**src/rtl/wb_data_select_if.sv**
```systemverilog
// Write-back data selector bus: producer sources and requests in, selected
// write-data and status pulses out.
interface wb_data_select_if #(
  parameter int unsigned WIDTH = 32,
  parameter int unsigned NSRC  = 7,
  parameter int unsigned SEL_W = 3
);
  logic                    start;
  logic [SEL_W-1:0]        sel;
  logic [NSRC*WIDTH-1:0]   src_data;
  logic [NSRC-1:0]         src_ready;
  logic [WIDTH-1:0]        data_out;
  logic                    valid_out;
  logic                    busy;
  logic                    err_illegal;
  logic                    err_timeout;

  modport master (
    output start, sel, src_data, src_ready,
    input  data_out, valid_out, busy, err_illegal, err_timeout
  );

  modport slave (
    input  start, sel, src_data, src_ready,
    output data_out, valid_out, busy, err_illegal, err_timeout
  );
endinterface

```
**src/rtl/wb_data_select.sv**
```systemverilog
// Registered write-back data selector with per-source ready handshake,
// illegal-select detection and producer timeout.
module wb_data_select #(
  parameter int unsigned WIDTH   = 32,
  parameter int unsigned NSRC    = 7,
  parameter int unsigned SEL_W   = 3,
  parameter int unsigned TIMEOUT = 34
) (
  input  logic             clk,
  input  logic             reset,
  wb_data_select_if.slave  bus
);

  localparam int unsigned CNT_W = $clog2(TIMEOUT + 1);

  typedef enum logic {IDLE, WAIT} state_t;

  state_t             state;
  logic [SEL_W-1:0]   sel_q;
  logic [CNT_W-1:0]   cnt;

  logic [SEL_W-1:0]   cur_sel_c;
  logic [WIDTH-1:0]   cur_data_c;
  logic               cur_ready_c;
  logic               sel_legal_c;

  // Source mux: request select in IDLE, latched select while waiting.
  // Out-of-range codes select nothing, so no part-select runs off the bus.
  always_comb begin
    cur_sel_c   = (state == WAIT) ? sel_q : bus.sel;
    sel_legal_c = 32'(bus.sel) < NSRC;
    cur_data_c  = '0;
    cur_ready_c = 1'b0;
    for (int unsigned i = 0; i < NSRC; i++) begin
      if (32'(cur_sel_c) == i) begin
        cur_data_c  = bus.src_data[i*WIDTH +: WIDTH];
        cur_ready_c = bus.src_ready[i];
      end
    end
  end

  always_ff @(posedge clk) begin
    if (reset) begin
      state           <= IDLE;
      sel_q           <= '0;
      cnt             <= '0;
      bus.data_out    <= '0;
      bus.valid_out   <= 1'b0;
      bus.busy        <= 1'b0;
      bus.err_illegal <= 1'b0;
      bus.err_timeout <= 1'b0;
    end else begin
      bus.valid_out   <= 1'b0;
      bus.err_illegal <= 1'b0;
      bus.err_timeout <= 1'b0;
      case (state)
        IDLE: begin
          if (bus.start) begin
            if (!sel_legal_c) begin
              bus.err_illegal <= 1'b1;
            end else if (cur_ready_c) begin
              bus.data_out  <= cur_data_c;
              bus.valid_out <= 1'b1;
            end else begin
              sel_q    <= bus.sel;
              cnt      <= '0;
              state    <= WAIT;
              bus.busy <= 1'b1;
            end
          end
        end
        WAIT: begin
          // Ready of the latched source takes priority over the timeout.
          if (cur_ready_c) begin
            bus.data_out  <= cur_data_c;
            bus.valid_out <= 1'b1;
            bus.busy      <= 1'b0;
            state         <= IDLE;
          end else if (cnt == CNT_W'(TIMEOUT - 1)) begin
            bus.err_timeout <= 1'b1;
            bus.busy        <= 1'b0;
            state           <= IDLE;
          end else begin
            cnt <= cnt + 1'b1;
          end
        end
        default: state <= IDLE;
      endcase
    end
  end

endmodule
```
**src/flat_wrapper.sv**
```systemverilog
// flat-port wrapper written by rule: the top's interface ports become plain ports
module wb_data_select_flat 
#(
  parameter int unsigned WIDTH   = 32,
  parameter int unsigned NSRC    = 7,
  parameter int unsigned SEL_W   = 3,
  parameter int unsigned TIMEOUT = 34
)
  (clk, reset, bus_start, bus_sel, bus_src_data, bus_src_ready, bus_data_out, bus_valid_out, bus_busy, bus_err_illegal, bus_err_timeout);
  wb_data_select_if #(.WIDTH(WIDTH), .NSRC(NSRC), .SEL_W(SEL_W)) bus_i ();
  input  logic clk;
  input  logic reset;
  input wire logic [$bits(bus_i.start)-1:0] bus_start;
  input wire logic [$bits(bus_i.sel)-1:0] bus_sel;
  input wire logic [$bits(bus_i.src_data)-1:0] bus_src_data;
  input wire logic [$bits(bus_i.src_ready)-1:0] bus_src_ready;
  output wire logic [$bits(bus_i.data_out)-1:0] bus_data_out;
  output wire logic [$bits(bus_i.valid_out)-1:0] bus_valid_out;
  output wire logic [$bits(bus_i.busy)-1:0] bus_busy;
  output wire logic [$bits(bus_i.err_illegal)-1:0] bus_err_illegal;
  output wire logic [$bits(bus_i.err_timeout)-1:0] bus_err_timeout;
  assign bus_i.start = bus_start;
  assign bus_i.sel = bus_sel;
  assign bus_i.src_data = bus_src_data;
  assign bus_i.src_ready = bus_src_ready;
  assign bus_data_out = bus_i.data_out;
  assign bus_valid_out = bus_i.valid_out;
  assign bus_busy = bus_i.busy;
  assign bus_err_illegal = bus_i.err_illegal;
  assign bus_err_timeout = bus_i.err_timeout;
  wb_data_select #(.WIDTH(WIDTH), .NSRC(NSRC), .SEL_W(SEL_W), .TIMEOUT(TIMEOUT)) u_core (.clk(clk), .reset(reset), .bus(bus_i));
endmodule
```
**config.mk**
```make
export PLATFORM = sky130hd
export DESIGN_NAME = wb_data_select_flat
export DESIGN_NICKNAME = d
export VERILOG_FILES = /design/src/rtl/wb_data_select_if.sv /design/src/rtl/wb_data_select.sv /design/src/flat_wrapper.sv
export SDC_FILE = /design/constraint.sdc
export NUM_CORES = 1
export LEC_CHECK = 0
export CORE_ASPECT_RATIO = 1.25
export CORE_MARGIN = 2
export CORE_UTILIZATION = 40
export DETAILED_ROUTE_END_ITERATION = 7
export GPL_TIMING_DRIVEN = 0
export PLACE_DENSITY = 0.95
export SLEW_MARGIN = 20
export SYNTH_ARGS = -nofsm -noshare
export SYNTH_HDL_FRONTEND = slang
export SYNTH_SLANG_ARGS = --single-unit
```
**constraint.sdc**
```tcl
create_clock -name clk -period 6.17 [get_ports clk]
set_input_delay 0.617 -clock clk [delete_from_list [all_inputs] [get_ports clk]]
set_output_delay 0.617 -clock clk [all_outputs]
set_load 0.1 [all_outputs]
```
# Yosys cells after proc, flatten, opt, wreduce, memory -nomap -nowiden
# Cells that the tools add are included.
[totals] ff_bits=46 in_bits=237
[classes] addsub=1 order_cmp=1 eq_ne=13 n_mux=43 bitwise=3 reduce_logical=7
[ops] operator="two-way mux 32 bit" n=10
[ops] operator="case mux 32 bit (2 select lines)" n=1
[ops] operator="two-way mux 6 bit" n=5
[ops] operator="two-way mux 1 bit" n=22
[ops] operator="case mux 6 bit (2 select lines)" n=1
[ops] operator="== test 3 bit, second input constant" n=3
[ops] operator="inequality test 2 bit, second input constant" n=4
[ops] operator="AND reduction 4 bit" n=2
[ops] operator="adder 6 x 1 -> 6 bit, second input constant" n=1
[ops] operator="== test 3 x 2 -> 1 bit, second input constant" n=2
[ops] operator="== test 6 bit, second input constant" n=1
[ops] operator="case mux 1 bit (2 select lines)" n=3
[ops] operator="OR reduction 3 bit" n=2
[ops] operator="AND reduction 5 bit" n=1
[ops] operator="== test 3 x 1 -> 1 bit, second input constant" n=1
[ops] operator="zero test 3 bit" n=1
[ops] operator="< comparator 3 bit, second input constant" n=1
[ops] operator="two-way mux 3 bit" n=1
[ops] operator="inequality test 3 bit, second input constant" n=1
[ops] operator="inverter 1 bit" n=3
[ops] operator="inequality test 2 x 1 -> 1 bit, second input constant" n=1
[ops] operator="AND reduction 2 bit" n=1

# Longest topological paths before layout
[logic_depth] depth_word=13 depth_mapped=9

# Worst setup path after synthesis
# OpenSTA, ideal clock, no wires.
[synth_path] kind="input -> register" from="input port bus_sel[0]" to="register u_core.bus.data_out[0]" setup_ns=0.072 arrival_ns=2.222 path_slack_ns=3.876 cell_stages=8 path_cell_list="mux2_4 > buf_2 > o22a_1 > a32o_1 > buf_6 > o21ai_4 > buf_8 > mux2i_1"
[synth_via] elab_chain_len=13 elab_cells_between_ends=29 classes_between="order compare: 1; eq/ne: 7; mux: 19; reduce/logical: 2"
[synth_rtl] item="from (decl)" line="flat_wrapper.sv:14" rtl="input wire logic [$bits(bus_i.sel)-1:0] bus_sel;"
[synth_rtl] item="two-way mux 3 bit" line="wb_data_select.sv:30" rtl="cur_sel_c = (state == WAIT) ? sel_q : bus.sel;"
[synth_rtl] item="zero test 3 bit" line="wb_data_select.sv:35" rtl="if (32'(cur_sel_c) == i) begin"
[synth_rtl] item="two-way mux 32 bit or two-way mux 1 bit (tied branches) (7 in series)" line="wb_data_select.sv:35"
[synth_rtl] item="two-way mux 32 bit" line="wb_data_select.sv:61, wb_data_select.sv:74"
[synth_rtl] item="two-way mux 32 bit" line="wb_data_select.sv:59" rtl="if (!sel_legal_c) begin"
[synth_rtl] item="two-way mux 32 bit" line="wb_data_select.sv:58" rtl="if (bus.start) begin"
[synth_rtl] item="case mux 32 bit (2 select lines)" line="wb_data_select.sv:56" rtl="case (state)"
[synth_rtl] item="to (signal assigned)" line="wb_data_select.sv:62" rtl="bus.data_out <= cur_data_c;"
[synth_rtl] item="to (signal assigned)" line="wb_data_select.sv:75" rtl="bus.data_out <= cur_data_c;"
[synth_rtl] item="to (decl)" line="wb_data_select_if.sv:25" rtl="output data_out, valid_out, busy, err_illegal, err_timeout"
# Several ways; a longest one is shown, not always the timed one. The select of a mux whose other input is x is not followed.
# A chain may end at the register's enable or synchronous reset.

# Worst setup path after layout
[layout_path] from="input port bus_sel[2]" to="register u_core.bus.data_out[7]"
# The elaborated chain is that of the path after synthesis.

==> results.md <==
* Status: finished clean
* Critical Path Fanout Max at 10
* Mapped Cells at approximately 560
* Setup-failing EPs final at 0
* Crit-path cells: clkdlybuf4s50_1 -> nor3b_1 -> o21ai_1 -> clkbuf_1 -> o2111ai_1 -> o211ai_1 -> mux2i_1
* Cell taking the most area after synthesis: dfxtp_1
* Vias per cell at ~6.3
* Ys flop type: dfxtp_1
* Simple-gate share of the synthesized area at 0.0975
* Clock-pin slew on the worst setup and hold paths at approximately 0.070 ns
* Peak Freq at about 0.3 GHz
* Worst-Margin Slew at about 1.1 ns
* Hold Buf Count CTS at 0
* XOR/XNOR Fraction of Synth Area at 0
* FILL cells at between 700 and 800
* Most frequent cells in the layout: 270 x clkdlybuf4s50_1, 67 x o211ai_1, 65 x o21ai_0
* I/O pins at 273
* Clock sinks at 46
* #FFs+latches synth at 46
* Share of layout cells above drive strength 1 at 0.0335
* Number of flops mapped to enable cells by yosys at 0
* Yosys warning total at 0
* Post-synthesis mux area share at 0.0868
* Compound-cell area share of the yosys netlist at 0.483
* H-tree depth at 2
* Distinct cells, synth at just over 50
* Core area at around 10,000 um2
* Crit path largest cell delay at around 0.96 ns
* Synth area leaders: dfxtp_1 22%, o211ai_1 12%, mux2i_1 8.3%
* Post-CTS sizing at 0
* N_diodes at 0
* Final setup TNS at 0 ns
* Total power at ~1.4 mW
* Slew headroom at 0.252
* Syn Area/Cell at roughly 7.5 um2
* Comb pwr share at 0.517
* Std-Cell Rows at 41
* Max Slew Vio Count at 0
* Num CTS Buffers at 5
* Vias in the first global route at 6,124
* Final Critical Period at roughly 3.3 ns
* DIE AREA at about 11,000 um2
* Slowest CP cell: nor3b_1
* CTS tree: built
* Placer Congestion at roughly 0.92
* Most common cell after layout, fill and taps aside: clkdlybuf4s50_1
* Starting Density at 0.414
* Sequential Power Share at 0.248
* Chip Width at roughly 96 um
* Worst skew pair latency at around 0.29 ns
* Largest net degree at the start of global routing at 14
* Largest family of logic cells by synthesized area: compound AO/OA/AOI/OAI gates
* Final HPWL DP at approximately 16,000 um
* Internal power at around 0.81 mW
* Critical Path Source Type: input pin
* Switching part of the total at 0.404
* Seq/Total Area, Yosys at 0.219
* Yosys top cell area share at 0.219
* Max rail drop VDD at 0.000166 V
* CTS Root Cell: clkbuf_16
* Worst Path Arrival at 3.51 ns
* Max Buffers Root-to-Sink at 2
* Post-DRT Antenna Nets at 0
* DRC at 0
* Final Hold Viols at 0
* Drt total wl at 20,600 um
* Antenna violations before repair at 0
* Critical path type: in2reg
* Area Growth Syn to Fin at 72.1%
* Setup bufs post-CTS at 0
* Ys async rst share at 0
* DR WL/cell at roughly 21 um
* GRT overflow at 0
* GR Util All Layers at 0.343
* Die height at between 100 and 150 um
* Unrepaired setup endpoints after global routing: no
* Post-layout nets at 1,075
* First-pass GRT wire length at roughly 31,000 um
* Post-Syn Nets at approximately 800
* Clock share of power at 0.234
* Cell area after synthesis at roughly 4200 um2
* WP data required at around 6.4 ns
* CP Capture Type: register
* Tightest Hold Check Type: reg2reg
* Post-Synth Adder-Cell Area at 0.00595
* P_leak at 2.59 nW
* Switching power at around 0.55 mW
* Pwr/cell area at 189 nW/um2
* DR pass1 iterations at 5
* Vias at 6,127
* PortBufs at 270
* Starting DRT DRC Count at 523
* Final Cycle Share at 0.533
* Clock skew at ~0.0045 ns
* Max Cap Violations at 0
[power groups by stage]
stage / combinational, mW / clock (mW) / sequential (mW)
floorplan: 0.248 / 0 / 0.512
global placement: 0.686 / 0 / 0.344
detailed placement: 0.695 / 0 / 0.346
CTS: 0.698 / 0.320 / 0.339
global route: 0.740 / 0.332 / 0.342
finish: 0.708 / 0.320 / 0.340
[path summary, 6_finish.rpt]
| kind | startpoint | to | slack [ns] | depth (start not counted) |
|---|---|---|---|---|
| worst max-delay path | bus_sel[2] | u_core.bus.data_out[7] | 2.88 | 7 |
| worst min-delay path | u_core.bus.data_out[17] | u_core.bus.data_out[17] | 0.47 | 2 |
| worst max register to register | u_core.state | u_core.bus.data_out[7] | 3.28 | 7 |
| worst min register to register | u_core.bus.data_out[17] | u_core.bus.data_out[17] | 0.47 | 2 |
[flip-flops by register name, summed over array words and instances (netlist names)]
name and count:
u_core.bus.data_out 32, u_core.bus.err_timeout 1, u_core.state 1, u_core.bus.busy 1, u_core.cnt 6, u_core.sel_q 3, u_core.bus.err_illegal 1, u_core.bus.valid_out 1
[stage by stage]
stage               setup slack, ns  area, um2  hold slack [ns]  std cells   util
CTS                            2.98       7240            0.466        965  0.713
floorplan                      3.88       4210            0.472        559      -
detailed placement             2.68       7070            0.453        958  0.696
global route                   2.76       7240            0.479        965  0.713
finish                         2.88       7240            0.466        965  0.713
global placement               2.75       7070            0.445        958  0.696
[routing by layer]
| metal | share of wire | vias up | track usage | wire length (um) |
|---|---|---|---|---|
| met5 | 0 | - | 0 | 0 |
| met1 | 0.35 | 2826 | 0.393 | 7200 |
| met3 | 0.11 | 85 | 0.0784 | 2210 |
| met2 | 0.50 | 472 | 0.581 | 10200 |
| li1 | - | 2744 | - | - |
| met4 | 0.046 | 0 | 0.179 | 949 |
[critical path: cells and delay by family]
family / cells / cell delay (ns)
compound gates: 3 / 0.86
buf+inv: 2 / 0.89
mux: 1 / 0.16
simple gates: 1 / 0.96
[final cells by class]
class	instances	area, um2	area share
multi-input cells	408	2830	0.391
repair buffers	270	2700	0.373
flip-flops and latches	46	921	0.127
plain buffers	68	314	0.0434
well taps	129	161	0.0223
clock buffers	6	139	0.0192
inverters	37	139	0.0192
clock inverters	1	30.0	0.00415
[logic make-up (layout without fill, tap and decap cells)]
logic type | after synthesis | count (layout)
mux | 36 | 36
compound gates | 293 | 293
simple gates | 77 | 77
buf+inv | 105 | 382
fa+ha+maj | 2 | 2
flops | 46 | 46
[cells in the mapped netlist, types with 2 or more instances]
cell       count
inv_1         37
nand2_1       36
and3_1         2
nor2_1         2
a21o_1         2
o2111ai_1     32
o22ai_1       32
a32o_1         4
buf_4          3
nand3_1        3
o211ai_1      67
nor3_1         6
o21ai_0       65
a21oi_1       39
ha_1           2
nor3b_1        5
clkbuf_1      56
buf_2          4
mux2i_1       35
nor4_1         2
nand4_1        5
o22a_1        33
nor3b_2        2
o21ai_1        2
o31ai_1        5
buf_8          3
o32ai_1        2
nor2b_1        4
dfxtp_1       46
and3b_1        2
Note: power is estimated with default switching activity, not from simulation.
